`src/rtl/dmem_responder_if.sv`:
```
// Data-memory port between the datapath (master) and the responder (slave).
// Request fields flow master->slave; completion/status flow back.
interface dmem_responder_if #(
  parameter int N = 64
);
  logic [N-1:0] DM_addr;
  logic [N-1:0] DM_writeData;
  logic         DM_writeEnable;
  logic         DM_readEnable;
  logic [N-1:0] DM_readData;
  logic         DM_ready;
  logic         DM_busy;
  logic         DM_err;
  logic [3:0]   DM_errCode;

  modport master (
    output DM_addr, DM_writeData,
    output DM_writeEnable, DM_readEnable,
    input  DM_readData, DM_ready,
    input  DM_busy, DM_err, DM_errCode
  );

  modport slave (
    input  DM_addr, DM_writeData,
    input  DM_writeEnable, DM_readEnable,
    output DM_readData, DM_ready,
    output DM_busy, DM_err, DM_errCode
  );
endinterface

```
`src/rtl/dmem_responder.sv`:
```
// Wait-stated data-memory responder: latches one request, serves it
// LATENCY+1 edges later, flags illegal accesses with an EStatus code.
module dmem_responder #(
  parameter int N       = 64,
  parameter int DEPTH   = 32,
  parameter int LATENCY = 2
) (
  input logic         clk,
  input logic         reset,
  dmem_responder_if.slave dm
);

  localparam int IW = (DEPTH > 1) ? $clog2(DEPTH) : 1;
  localparam logic [N-4:0] DEPTH_W = (N-3)'(DEPTH);
  localparam logic [2:0] LAT_W = 3'(LATENCY);

  typedef enum logic [1:0] {
    IDLE,
    WAIT,
    RESP
  } state_t;

  state_t       state_q, state_d;
  logic [2:0]   cnt_q, cnt_d;
  logic [N-1:0] addr_q, wdata_q;
  logic         we_q, re_q;
  logic [N-1:0] rdata_q;
  logic         ready_q, err_q;
  logic [3:0]   code_q, ecode;
  logic         accept;
  logic [IW-1:0] idx;
  logic [N-1:0] mem [DEPTH];

  assign accept = (state_q == IDLE) &&
                  (dm.DM_writeEnable || dm.DM_readEnable);
  assign idx    = addr_q[3 +: IW];

  // Checks are prioritised, so an if-chain rather than a parallel case.
  always_comb begin
    ecode = 4'b0000;
    if (we_q && re_q)
      ecode = 4'b0011;
    else if (addr_q[2:0] != 3'b000)
      ecode = 4'b0100;
    else if (addr_q[N-1:3] >= DEPTH_W)
      ecode = 4'b0101;
  end

  always_comb begin
    state_d = state_q;
    cnt_d   = cnt_q;
    unique case (state_q)
      IDLE: begin
        if (accept) begin
          cnt_d   = LAT_W;
          state_d = (LAT_W != 3'd0) ? WAIT : RESP;
        end
      end
      WAIT: begin
        if (cnt_q <= 3'd1) begin
          cnt_d   = 3'd0;
          state_d = RESP;
        end else begin
          cnt_d = cnt_q - 3'd1;
        end
      end
      RESP: state_d = IDLE;
      default: state_d = IDLE;
    endcase
  end

  always_ff @(posedge clk or negedge reset) begin
    if (!reset) begin
      state_q <= IDLE;
      cnt_q   <= '0;
      addr_q  <= '0;
      wdata_q <= '0;
      we_q    <= 1'b0;
      re_q    <= 1'b0;
    end else begin
      state_q <= state_d;
      cnt_q   <= cnt_d;
      if (accept) begin
        addr_q  <= dm.DM_addr;
        wdata_q <= dm.DM_writeData;
        we_q    <= dm.DM_writeEnable;
        re_q    <= dm.DM_readEnable;
      end
    end
  end

  // Completion is registered on the edge leaving RESP.
  always_ff @(posedge clk or negedge reset) begin
    if (!reset) begin
      rdata_q <= '0;
      ready_q <= 1'b0;
      err_q   <= 1'b0;
      code_q  <= 4'b0000;
      for (int i = 0; i < DEPTH; i++)
        mem[i] <= '0;
    end else begin
      ready_q <= 1'b0;
      err_q   <= 1'b0;
      code_q  <= 4'b0000;
      if (state_q == RESP) begin
        ready_q <= 1'b1;
        if (ecode != 4'b0000) begin
          err_q  <= 1'b1;
          code_q <= ecode;
        end else if (we_q) begin
          mem[idx] <= wdata_q;
        end else begin
          rdata_q <= mem[idx];
        end
      end
    end
  end

  assign dm.DM_readData = rdata_q;
  assign dm.DM_ready    = ready_q;
  assign dm.DM_busy     = (state_q == WAIT);
  assign dm.DM_err      = err_q;
  assign dm.DM_errCode  = code_q;

endmodule

```
`src/flat_wrapper.sv`:
```
// flat-port wrapper written by rule: the top's interface ports become plain ports
module dmem_responder_flat 
#(
  parameter int N       = 64,
  parameter int DEPTH   = 32,
  parameter int LATENCY = 2
)
  (clk, reset, dm_DM_addr, dm_DM_writeData, dm_DM_writeEnable, dm_DM_readEnable, dm_DM_readData, dm_DM_ready, dm_DM_busy, dm_DM_err, dm_DM_errCode);
  dmem_responder_if #(.N(N)) dm_i ();
  input logic clk;
  input logic reset;
  input wire logic [$bits(dm_i.DM_addr)-1:0] dm_DM_addr;
  input wire logic [$bits(dm_i.DM_writeData)-1:0] dm_DM_writeData;
  input wire logic [$bits(dm_i.DM_writeEnable)-1:0] dm_DM_writeEnable;
  input wire logic [$bits(dm_i.DM_readEnable)-1:0] dm_DM_readEnable;
  output wire logic [$bits(dm_i.DM_readData)-1:0] dm_DM_readData;
  output wire logic [$bits(dm_i.DM_ready)-1:0] dm_DM_ready;
  output wire logic [$bits(dm_i.DM_busy)-1:0] dm_DM_busy;
  output wire logic [$bits(dm_i.DM_err)-1:0] dm_DM_err;
  output wire logic [$bits(dm_i.DM_errCode)-1:0] dm_DM_errCode;
  assign dm_i.DM_addr = dm_DM_addr;
  assign dm_i.DM_writeData = dm_DM_writeData;
  assign dm_i.DM_writeEnable = dm_DM_writeEnable;
  assign dm_i.DM_readEnable = dm_DM_readEnable;
  assign dm_DM_readData = dm_i.DM_readData;
  assign dm_DM_ready = dm_i.DM_ready;
  assign dm_DM_busy = dm_i.DM_busy;
  assign dm_DM_err = dm_i.DM_err;
  assign dm_DM_errCode = dm_i.DM_errCode;
  dmem_responder #(.N(N), .DEPTH(DEPTH), .LATENCY(LATENCY)) u_core (.clk(clk), .reset(reset), .dm(dm_i));
endmodule
```
`config.mk`:
```
export PLATFORM = sky130hd
export DESIGN_NAME = dmem_responder_flat
export DESIGN_NICKNAME = d
export VERILOG_FILES = /design/src/rtl/dmem_responder_if.sv /design/src/rtl/dmem_responder.sv /design/src/flat_wrapper.sv
export SDC_FILE = /design/constraint.sdc
export NUM_CORES = 2
export LEC_CHECK = 0
export BUFFER_PORTS_ARGS = -buffer_cell sky130_fd_sc_hd__buf_4
export CAP_MARGIN = 20
export CORE_MARGIN = 10
export CORE_UTILIZATION = 45
export DETAILED_ROUTE_END_ITERATION = 6
export SLEW_MARGIN = 30
export SYNTH_ARGS = -nofsm -noshare
export SYNTH_HDL_FRONTEND = slang
export SYNTH_SLANG_ARGS = --single-unit
```
`constraint.sdc`:
```
create_clock -name clk -period 2.74 [get_ports clk]
set_input_delay 0.411 -clock clk [delete_from_list [all_inputs] [get_ports clk]]
set_output_delay 0.411 -clock clk [all_outputs]
set_load 0.05 [all_outputs]
```
==> flow_metrics.tcl <==
set metrics [dict create \
    syn2layout_area_growth_pct 17.6 \
    synthArstFlopShare_pct 100 \
    drtPass1Iterations 5 \
    pin_count 203 \
    dieWidth_um 491 \
    clkTransAtPathRegs_ns 0.06 \
    setup-violations-final 0 \
    gr-total-overflow 0 \
    drt-initial-drc-count 3977 \
    wl_per_cell_um 28.7 \
    wirelength_um 301000 \
    ys.warnings.count 0 \
    fillCellCount 18200 \
    synth_nets 7133 \
    syn_area_mm2 0.0998 \
    ys_seq_area_share_pct 56.5 \
    power.density_mw_per_mm2 760 \
    drtAntennaViolNets 0 \
    clk_latency_ns 0.89 \
    cts_buffers 236 \
    dp_slack_ns -0.0467 \
    synth_area_leaders "dfrtp_1, mux2_2, mux2i_1" \
    cts_root_buf "clkbuf_16" \
    synth_edf_count 0 \
    slew_violations 0 \
    hold_viol 0 \
    skew_ns 0.0501 \
    cpMostUsedCell "buf_12" \
    ys_types 42 \
    nets 7457 \
    grt_pass1_vias 64800 \
    dp_hpwl_um 176000 \
    relSlewSlack_pct 36.1 \
    placementRows 172 \
    crit_fanout 38 \
    switching_share_pct 32.2 \
    synthFlopType "dfrtp_1" \
    worst_r2r_startpoint "u_core.addr_q[15]" \
    synth_top_cell_area_share_pct 56.5 \
    finalSetupTns_ns 0 \
    crit_required_ns 3.47 \
    cp-end-kind "flip-flop" \
    critPathKind "reg2reg" \
    coreArea_mm2 0.220 \
    die_y_um 491 \
    fmax_mhz 368 \
    cts_tree "done" \
    whs_ns 0.172 \
    r2r_slack_ns 0.03 \
    worstPathCellList "nor4_1 -> nand4_1 -> nor3_4 -> buf_12 -> buf_12 -> nand4_4 -> buf_12 -> mux2_2" \
    switching_power_w 0.0287 \
    drc 0 \
    syn_avg_cell_area_um2 14.3 \
    slowest_stage "dfrtp_1" \
    synth_cells 6999 \
    worst_pin_slew_ns 0.958 \
    clockPowerShare_pct 36.0 \
    htreeDepth 4 \
    start_util_pct 45.3 \
    status "finished, final reports clean" \
    maxCapViolCount 0 \
    antenna_found_initial 4 \
    ys_ff_latch 2252 \
    gp_congestion 0.773 \
    portBuffers 201 \
    critPathMaxStageDelay_ns 0.38 \
    grt_usage_pct 24.3 \
    cts_setup_buffers 0 \
    period_share_pct 99.1 \
    dr_total_vias 61900 \
    irDropWorstVdd_uv 693 \
    start_kind "flip-flop" \
    clockBufferDepth 3 \
    cts.sinks 2252 \
    rsz0062_at_grt "false" \
    crit_arrival_ns 3.44 \
    ff2ff_path_depth 8 \
    routed_via_density 5.90 \
    drive_gt1_share_pct 42.1 \
    combPwrFrac_pct 19.9 \
    fin_ws_ns 0.0250 \
    min_period_ns 2.71 \
    synth_top_area_cell "dfrtp_1" \
    power.share.sequential_pct 44.0 \
    die_area_mm2 0.241 \
    synth.top_cells.by_count "dfrtp_1, mux2_2, mux2i_1, o22ai_1, clkbuf_1" \
    p_leak_nw 59.6 \
    hold_path.class "in2async" \
    grt_pass1_wl_um 444000 \
    yosysMostFrequentCell "dfrtp_1" \
    worstReg2RegEnd "u_core.mem[1816]" \
    grt_max_degree 142 \
    internal-power_w 0.0604 \
    finalPower_w 0.0892 \
]
==> power by group through the flow <==
stage          logic, W  registers (W)  clock network [W]
6_report         0.0178         0.0393             0.0321
5_1_grt          0.0184         0.0398             0.0342
4_1_cts          0.0178         0.0391             0.0328
3_5_place_dp     0.0176         0.0397                  0
3_3_place_gp     0.0175         0.0395                  0
2_1_floorplan    0.0126         0.0357                  0
==> per-layer routing <==
| layer | wire, µm | part of all wire (%) | track usage, % | up-vias |
|---|---|---|---|---|
| li1 | - | - | - | 26500 |
| met1 | 135000 | 45 | 33.3 | 33600 |
| met2 | 146000 | 49 | 40.7 | 1329 |
| met3 | 11700 | 3.9 | 3.27 | 452 |
| met4 | 8340 | 2.8 | 6.69 | 0 |
| met5 | 0 | 0 | 0 | - |
==> flip-flops by register name, summed over array words and instances (netlist names) <==
signal,count
u_core.we_q,1
u_core.cnt_q,3
u_core.wdata_q,64
u_core.addr_q,64
u_core.re_q,1
u_core.dm.DM_ready,1
u_core.state_q,2
u_core.dm.DM_err,1
u_core.dm.DM_errCode,3
u_core.dm.DM_readData,64
u_core.mem,2048
==> cell usage in the layout (no fill, tap or decap), types with 7 or more instances in the layout <==
cell           synthesis  routed
dfrtp_1             2252    2192
mux2_2              2074    2074
mux2i_1             1024    1024
o22ai_1              512     512
buf_4                  3     425
clkbuf_16              0     237
buf_12                 0     179
mux2_1               166     166
nor4_1               142     135
dlygate4sd3_1          0     131
nand2_1               81      81
clkbuf_1             419      67
clkbuf_8               0      61
dfrtp_2                0      59
clkinv_2               0      34
nand4_4               18      30
bufinv_16              0      10
diode_2                0       9
clkinvlp_4             0       8
nor4_2                 0       7
==> what timing repair did <==
action / 4_1_cts / 5_1_grt
setup endpoints to repair: 276 / 432
pin swaps: 1 / 1
hold buffers: 131 / 0
resized for setup: 3 / 11
endpoints found under the hold margin: 786 / 0
==> cells by family (layout without fill, tap and decap cells) <==
logic type / after synthesis / after routing / synth area share [%]
other: 1 / 10 / 0.00376
adders and majority gates: 2 / 2 / 0.0251
muxes: 3264 / 3264 / 35.6
and+or+nand+nor: 301 / 301 / 2.11
DFF: 2252 / 2252 / 56.5
buffers and inverters: 656 / 1174 / 2.53
AOI/OAI and AO/OA: 523 / 523 / 3.28
==> layout make-up <==
class	instances	area (µm²)	area share [%]
multi-input cells	4091	41200	35.1
diodes	9	22.5	0.0192
repair buffers	739	8180	6.97
well taps	2958	3700	3.15
clock buffers	365	7020	5.98
flip-flops and latches	2252	56400	48.1
clock inverters	67	808	0.689
inverters	3	11.3	0.00960
==> worst max-delay path, delay by kind of cell (launching register included) <==
| kind | cells | cell delay [ns] |
|---|---|---|
| simple gates | 4 | 1.03 |
| buf+inv | 3 | 0.72 |
| flops | 1 | 0.38 |
| mux | 1 | 0.33 |
==> how the worst max path moves through the flow <==
| stage | startpoint | endpoint | slack [ns] | cells after the start |
|---|---|---|---|---|
| after floorplan | u_core.addr_q[4] | u_core.dm.DM_readData[9] | 0.29 | 9 |
| after global placement | u_core.addr_q[7] | u_core.dm.DM_readData[1] | -0.02 | 8 |
| after detailed placement | u_core.addr_q[7] | u_core.dm.DM_readData[1] | -0.05 | 8 |
| after CTS | u_core.addr_q[38] | u_core.mem[1184] | 0.002 | 8 |
| after global routing | u_core.addr_q[4] | u_core.dm.DM_readData[52] | 0.003 | 8 |
| final | u_core.addr_q[15] | u_core.mem[1816] | 0.03 | 8 |
==> stage by stage <==
stage / instances / util (%) / area (µm²)
2_1_floorplan: 6999 / - / 99800
3_3_place_gp: 9912 / 49.1 / 108000
3_5_place_dp: 9912 / 49.1 / 108000
4_1_cts: 10500 / 53.2 / 117000
5_1_grt: 10500 / 53.3 / 117000
6_report: 10500 / 53.3 / 117000
Note: power is estimated with default switching activity, not from simulation.
